## src/rtl/dcnn_s1_chain_psum_acc_pkg.sv

```systemverilog
// Shared types and saturating add for the 1-D conv chain psum accumulator.
package dcnn_s1_pkg;

  localparam int DW = 16;

  typedef logic signed [DW-1:0] psum_t;

  typedef enum logic [1:0] {IDLE, ACC, DRAIN, DONE} acc_state_e;

  localparam psum_t PSUM_MAX = psum_t'({1'b0, {(DW-1){1'b1}}});
  localparam psum_t PSUM_MIN = psum_t'({1'b1, {(DW-1){1'b0}}});

  // One guard bit is enough: the sum of two DW-bit values fits in DW+1.
  function automatic psum_t sat_add(psum_t a, psum_t b);
    logic signed [DW:0] s;
    s = {a[DW-1], a} + {b[DW-1], b};
    if (s[DW] != s[DW-1]) return s[DW] ? PSUM_MIN : PSUM_MAX;
    return s[DW-1:0];
  endfunction

endpackage

```

## src/rtl/dcnn_s1_chain_psum_acc_if.sv

```systemverilog
// Psum input stream and pixel output stream of the chain accumulator.
interface dcnn_s1_chain_psum_acc_if #(parameter int DW = 16);
  logic signed [DW-1:0] y_in;
  logic                 y_in_vld;
  logic signed [DW-1:0] out_data;
  logic                 out_vld;
  logic                 out_rdy;

  modport master (output y_in, y_in_vld, out_rdy, input out_data, out_vld);
  modport slave  (input y_in, y_in_vld, out_rdy, output out_data, out_vld);
endinterface

```

## src/rtl/dcnn_s1_chain_psum_acc_fifo.sv

```systemverilog
// Small synchronous FIFO; head is read straight from the storage flops.
module dcnn_s1_psum_fifo #(
  parameter int DW    = 16,
  parameter int DEPTH = 4,
  localparam int AW   = $clog2(DEPTH),
  localparam int CW   = AW + 1
) (
  input  logic                 clk,
  input  logic                 rst,
  input  logic                 push,
  input  logic signed [DW-1:0] din,
  input  logic                 pop,
  output logic signed [DW-1:0] dout,
  output logic                 full,
  output logic                 empty,
  output logic [CW-1:0]        count
);

  logic signed [DW-1:0] mem_q [DEPTH];
  logic [AW-1:0] wr_ptr_q, wr_ptr_d, rd_ptr_q, rd_ptr_d;
  logic [CW-1:0] count_q, count_d;
  logic          push_ok, pop_ok;

  always_comb begin
    empty    = (count_q == '0);
    full     = (count_q == CW'(DEPTH));
    pop_ok   = pop & ~empty;
    // A push into a full FIFO is still taken when a pop frees a slot this cycle.
    push_ok  = push & (~full | pop_ok);
    wr_ptr_d = push_ok ? wr_ptr_q + AW'(1) : wr_ptr_q;
    rd_ptr_d = pop_ok  ? rd_ptr_q + AW'(1) : rd_ptr_q;
    count_d  = count_q + CW'(push_ok) - CW'(pop_ok);
    dout     = empty ? '0 : mem_q[rd_ptr_q];
    count    = count_q;
  end

  always_ff @(posedge clk) begin
    if (rst) begin
      wr_ptr_q <= '0;
      rd_ptr_q <= '0;
      count_q  <= '0;
    end else begin
      wr_ptr_q <= wr_ptr_d;
      rd_ptr_q <= rd_ptr_d;
      count_q  <= count_d;
    end
  end

  always_ff @(posedge clk) begin
    if (push_ok) mem_q[wr_ptr_q] <= din;
  end

endmodule

```

## src/rtl/dcnn_s1_chain_psum_acc.sv

```systemverilog
// Accumulates chain psums across channel passes; final pass feeds an output FIFO.
// Optional macro DCNN_PSUM_RELU_EN clamps negative final-pass results to zero.
module dcnn_s1_chain_psum_acc
  import dcnn_s1_pkg::*;
#(
  parameter int DW         = dcnn_s1_pkg::DW,
  parameter int M_BITS     = 10,
  parameter int DEPTH      = 256,
  parameter int FIFO_DEPTH = 4
) (
  input  logic              clk,
  input  logic              rst,
  input  logic              start,
  input  logic [M_BITS-1:0] cfg_row_len,
  input  logic [M_BITS-1:0] cfg_ch_num,
  dcnn_s1_chain_psum_acc_if.slave bus,
  output logic              busy,
  output logic              done,
  output logic              ovf_err
);

  localparam int AW = $clog2(DEPTH);
  localparam int CW = $clog2(FIFO_DEPTH) + 1;

  acc_state_e        state_q, state_d;
  logic [M_BITS-1:0] col_cnt_q, col_cnt_d, ch_cnt_q, ch_cnt_d;
  logic [M_BITS-1:0] row_len_q, row_len_d, ch_num_q, ch_num_d;
  logic              ovf_q, ovf_d;

  psum_t row_q [DEPTH];
  psum_t entry, acc_res, fin_res;
  logic  take, last_pass, last_col, push, pop;
  logic  fifo_full, fifo_empty;
  logic [CW-1:0] fifo_cnt;

  always_comb begin
    state_d   = state_q;
    col_cnt_d = col_cnt_q;
    ch_cnt_d  = ch_cnt_q;
    row_len_d = row_len_q;
    ch_num_d  = ch_num_q;
    ovf_d     = ovf_q;

    entry     = row_q[col_cnt_q[AW-1:0]];
    last_pass = (ch_cnt_q == ch_num_q - M_BITS'(1));
    last_col  = (col_cnt_q == row_len_q - M_BITS'(1));
    take      = (state_q == ACC) & bus.y_in_vld;
    acc_res   = (ch_cnt_q == '0) ? bus.y_in : sat_add(entry, bus.y_in);
`ifdef DCNN_PSUM_RELU_EN
    fin_res   = acc_res[DW-1] ? '0 : acc_res;
`else
    fin_res   = acc_res;
`endif
    pop       = bus.out_vld & bus.out_rdy;
    push      = take & last_pass;
    if (push & fifo_full & ~pop) ovf_d = 1'b1;

    case (state_q)
      IDLE: if (start) begin
        state_d   = ACC;
        row_len_d = (cfg_row_len == '0) ? M_BITS'(1) : cfg_row_len;
        ch_num_d  = (cfg_ch_num == '0)  ? M_BITS'(1) : cfg_ch_num;
        col_cnt_d = '0;
        ch_cnt_d  = '0;
        ovf_d     = 1'b0;
      end
      ACC: if (take) begin
        if (last_col) begin
          col_cnt_d = '0;
          ch_cnt_d  = ch_cnt_q + M_BITS'(1);
          if (last_pass) state_d = DRAIN;
        end else begin
          col_cnt_d = col_cnt_q + M_BITS'(1);
        end
      end
      DRAIN: if (fifo_cnt == '0) state_d = DONE;
      DONE:  state_d = IDLE;
      default: state_d = IDLE;
    endcase

    busy    = (state_q == ACC) | (state_q == DRAIN);
    done    = (state_q == DONE);
    ovf_err = ovf_q;
  end

  always_ff @(posedge clk) begin
    if (rst) begin
      state_q   <= IDLE;
      col_cnt_q <= '0;
      ch_cnt_q  <= '0;
      row_len_q <= M_BITS'(1);
      ch_num_q  <= M_BITS'(1);
      ovf_q     <= 1'b0;
    end else begin
      state_q   <= state_d;
      col_cnt_q <= col_cnt_d;
      ch_cnt_q  <= ch_cnt_d;
      row_len_q <= row_len_d;
      ch_num_q  <= ch_num_d;
      ovf_q     <= ovf_d;
    end
  end

  // Row buffer is never reset: pass 0 overwrites every column it reads later.
  always_ff @(posedge clk) begin
    if (take) row_q[col_cnt_q[AW-1:0]] <= acc_res;
  end

  dcnn_s1_psum_fifo #(.DW(DW), .DEPTH(FIFO_DEPTH)) u_fifo (
    .clk   (clk),
    .rst   (rst),
    .push  (push),
    .din   (fin_res),
    .pop   (pop),
    .dout  (bus.out_data),
    .full  (fifo_full),
    .empty (fifo_empty),
    .count (fifo_cnt)
  );

  assign bus.out_vld = ~fifo_empty;

endmodule

```

## src/flat_wrapper.sv

```systemverilog
// flat-port wrapper written by rule: the top's interface ports become plain ports
module dcnn_s1_chain_psum_acc_flat import dcnn_s1_pkg::*;
#(
  parameter int DW         = dcnn_s1_pkg::DW,
  parameter int M_BITS     = 10,
  parameter int DEPTH      = 256,
  parameter int FIFO_DEPTH = 4
)
  (clk, rst, start, cfg_row_len, cfg_ch_num, busy, done, ovf_err, bus_y_in, bus_y_in_vld, bus_out_rdy, bus_out_data, bus_out_vld);
  dcnn_s1_chain_psum_acc_if #(.DW(DW)) bus_i ();
  input  logic clk;
  input  logic rst;
  input  logic start;
  input  logic [M_BITS-1:0] cfg_row_len;
  input  logic [M_BITS-1:0] cfg_ch_num;
  output logic busy;
  output logic done;
  output logic ovf_err;
  input wire logic [$bits(bus_i.y_in)-1:0] bus_y_in;
  input wire logic [$bits(bus_i.y_in_vld)-1:0] bus_y_in_vld;
  input wire logic [$bits(bus_i.out_rdy)-1:0] bus_out_rdy;
  output wire logic [$bits(bus_i.out_data)-1:0] bus_out_data;
  output wire logic [$bits(bus_i.out_vld)-1:0] bus_out_vld;
  assign bus_i.y_in = bus_y_in;
  assign bus_i.y_in_vld = bus_y_in_vld;
  assign bus_i.out_rdy = bus_out_rdy;
  assign bus_out_data = bus_i.out_data;
  assign bus_out_vld = bus_i.out_vld;
  dcnn_s1_chain_psum_acc #(.DW(DW), .M_BITS(M_BITS), .DEPTH(DEPTH), .FIFO_DEPTH(FIFO_DEPTH)) u_core (.clk(clk), .rst(rst), .start(start), .cfg_row_len(cfg_row_len), .cfg_ch_num(cfg_ch_num), .bus(bus_i), .busy(busy), .done(done), .ovf_err(ovf_err));
endmodule
```

## config.mk

```make
export PLATFORM = sky130hd
export DESIGN_NAME = dcnn_s1_chain_psum_acc_flat
export DESIGN_NICKNAME = d
export VERILOG_FILES = /design/src/rtl/dcnn_s1_chain_psum_acc_pkg.sv /design/src/rtl/dcnn_s1_chain_psum_acc_if.sv /design/src/rtl/dcnn_s1_chain_psum_acc_fifo.sv /design/src/rtl/dcnn_s1_chain_psum_acc.sv /design/src/flat_wrapper.sv
export SDC_FILE = /design/constraint.sdc
export NUM_CORES = 2
export LEC_CHECK = 0
export BUFFER_PORTS_ARGS = -buffer_cell sky130_fd_sc_hd__buf_2
export CAP_MARGIN = 20
export CELL_PAD_IN_SITES_DETAIL_PLACEMENT = 1
export CELL_PAD_IN_SITES_GLOBAL_PLACEMENT = 1
export CORE_ASPECT_RATIO = 0.7
export CORE_MARGIN = 10
export CORE_UTILIZATION = 44
export CTS_CLUSTER_DIAMETER = 150
export DETAILED_ROUTE_END_ITERATION = 12
export GPL_ROUTABILITY_DRIVEN = 0
export GPL_TIMING_DRIVEN = 0
export PLACE_DENSITY_LB_ADDON = 0.1
export SETUP_SLACK_MARGIN = 0.4
export SYNTH_ARGS = -nofsm -noshare
export SYNTH_HDL_FRONTEND = slang
export SYNTH_MEMORY_MAX_BITS = 65536
export SYNTH_SLANG_ARGS = --single-unit
export TNS_END_PERCENT = 1
```

## constraint.sdc

```tcl
create_clock -name clk -period 13.7 [get_ports clk]
set_input_delay 1.37 -clock clk [delete_from_list [all_inputs] [get_ports clk]]
set_output_delay 1.37 -clock clk [all_outputs]
set_load 0.05 [all_outputs]
```

==> results.txt <==
Post-Syn Area: 163,000 sq um
Setup crit start kind: flop
LEAKAGE: 57.9 nW
slowest stage delay, CP: 830 ps
Critical Path RT: 14,470 ps
Final Hold Fails: 0
io pins: 61
Vias/cell: 6.46
starting density of the core: 0.441
post-synthesis compound-gate area fraction: 0.0152
#FFs+latches synth: 4,220
GRT Residual Overflow: 0
die footprint: 397,000 sq um
mux share of post-synthesis cell area: 0.177
Syn Nets: 7,259
Min Clock Period, post-route: 10,630 ps
share of cells above drive strength 1: 0.326
chip width: 749 microns
CTS tree: done
worst slew pin tran: 1230 ps
top cell type's share of synthesized area: 0.764
PostCTS Resize Cnt: 0
count leader, synth: edfxtp_1
clock skew: 78.6 ps
Max Root-Sink Buffers: 4
Synth Instances: 7,182
Post-synth EDFFs: 4,160
CTS Sinks: 4,220
DRC Markers: 0
Clock Tree Root: clkbuf_16
post-route ant nets: 0
via count: 86,000
Port Buffers: 59
max-slew violations: 0
Worst Path Buf+Inv: 10
CP delay by family, top: buffers and inverters
routed wire length per instance: 42.0 microns
dpl cell area: 179,000 sq um
cts bufs inserted: 410
Setup-failing EPs final: 0
MaxCap Viol Count: 0
first-pass GRT wire length: 752 mm
Area Growth Syn to Fin: 17.4%
critical path endpoint category: flop
largest net degree at the start of global routing: 82
CP Class: reg2reg
CTS Hold Bufs: 0
status: completed
Tcrit/Tclk final: 0.776
design area: 192,000 sq um
Post-CTS Setup Bufs: 0
CORE AREA: 370,000 sq um
sequential element share of the synthesized area: 0.772
top post-synthesis cells by area: edfxtp_1 (76%), mux4_2 (16%), mux2i_1 (1.8%)
htree depth: 5
DRT iter0 DRCs: 14,500
row cnt: 187
vias in the first global route: 84,200
simple logic cell fraction of the synthesized area: 0.0188
Synth Area in XOR/XNOR: 0.00209
Worst-Skew Late Latency: 980 ps
Die Ht: 530 microns
Reg clk slew, reported paths: 70 ps
RSZ-0062 raised after global routing: false
setup TNS: 0 ps
GRT Overall Usage: 0.278
slowest CP cell: a21oi_4
Top FF cell, synth: edfxtp_1
WL final: 559 mm
Worst slew margin: 0.158
Final nets: 8,135
initial antenna violation count: 47
Peak supply drop: 107 uV
synth unique cells: 66
largest family of logic cells by synthesized area: multiplexers
pwr/cell area: 148 nW/um^2
Mapped Avg Cell Area: 22.8 sq um
Synth Area in Adders: 0.00285
Critical Path AT: 11,400 ps
CP max FO: 37
hpwl dp: 396 mm
Hold WC Path Type: reg2reg
drt pass-1 iters: 6
largest area contributor in the netlist: edfxtp_1
FMAX: 94.0 MHz
Post-synth top cells: edfxtp_1 (4,160), mux4_2 (1,152), nor2_1 (342)
warnings from Yosys: 0
Hold Slack: 478 ps
Synth async-reset ratio: 0
## layout by cell type, fill, tap and decap left out, drive strengths merged, types with 11 or more instances in the layout
master    netlist  layout
clkbuf        176     687
or2            24      24
nand4          38      38
diode           0      18
clkinvlp        0      17
xor2           15      15
o22ai          35      35
nor3           20      20
bufinv          0      41
dfxtp          60      60
xnor2          24      24
a22o           18      18
clkinv          0     160
nand3          40      40
mux4         1152    1152
nor4           23      23
edfxtp       4160    4160
a22oi         118     118
a31oi          11      11
and2           28      28
nand2b         13      13
ha             34      34
inv            29      40
a21oi          70      70
a311oi         14      14
mux2i         302     302
o221ai         13      13
nand2          65      65
buf           220     682
nor2          342     342
nor2b          23      23
o21ai          18      18
## state kept, by name, indices dropped and copies added, names as in the netlist, 3 cells and up, named ones only
name	count
u_core.row_q	4096
u_core.u_fifo.mem_q	64
u_core.ch_cnt_q	10
u_core.ch_num_q	10
u_core.col_cnt_q	10
u_core.row_len_q	10
u_core.u_fifo.count	3
## through the flow
stage | std cells | utilization | power, W | setup slack, ps
floorplan | 7182 | - | 0.0162 | 679
finish | 13300 | 0.518 | 0.0283 | 3070
detailed placement | 12500 | 0.482 | 0.0172 | 3510
CTS | 13300 | 0.518 | 0.0285 | 3430
global route | 13300 | 0.518 | 0.0291 | 2940
global placement | 12200 | 0.459 | 0.0173 | -15360
## cell families (layout without fill, tap and decap cells)
family,count (synthesis),in the layout
buf+inv,425,1627
xor+xnor,39,39
other cells,0,18
mux,1454,1454
compound gates,357,357
flops,4220,4220
fa+ha+maj,36,36
simple gates,651,651
## power breakdown
group | internal (W) | switching [W]
clock network | 0.00639 | 0.00500
registers | 0.0142 | 0.0000292
logic | 0.00100 | 0.00167
## final timing paths
kind	to	cells past startpoint	slack, ps	from
setup / recovery	u_core.u_fifo.mem_q[0][9]$_DFFE_PP_	26	3070	flop
hold / removal	u_core.ovf_err$_SDFF_PP0_	1	480	u_core.ovf_err$_SDFF_PP0_
setup reg to reg	u_core.u_fifo.mem_q[0][9]$_DFFE_PP_	26	3070	flop
hold reg to reg	u_core.ovf_err$_SDFF_PP0_	1	480	u_core.ovf_err$_SDFF_PP0_
## layout make-up
cell class,count,area (sq um)
inverter,29,109
multi-input combinational,2537,36600
fill,31900,178000
clock inverter,229,2240
sequential,4220,126000
buffer,396,1950
timing repair buffer,464,7910
tap,4914,6150
clock buffer,509,10900
antenna,18,45.0
## metal layers
| metal | share of wire | GRT usage |
|---|---|---|
| met1 | 0.42 | 0.416 |
| met2 | 0.43 | 0.397 |
| met4 | 0.036 | 0.0844 |
| met3 | 0.12 | 0.0781 |
| met5 | 0.00010 | 0 |
Note: power is estimated with default switching activity, not from simulation.
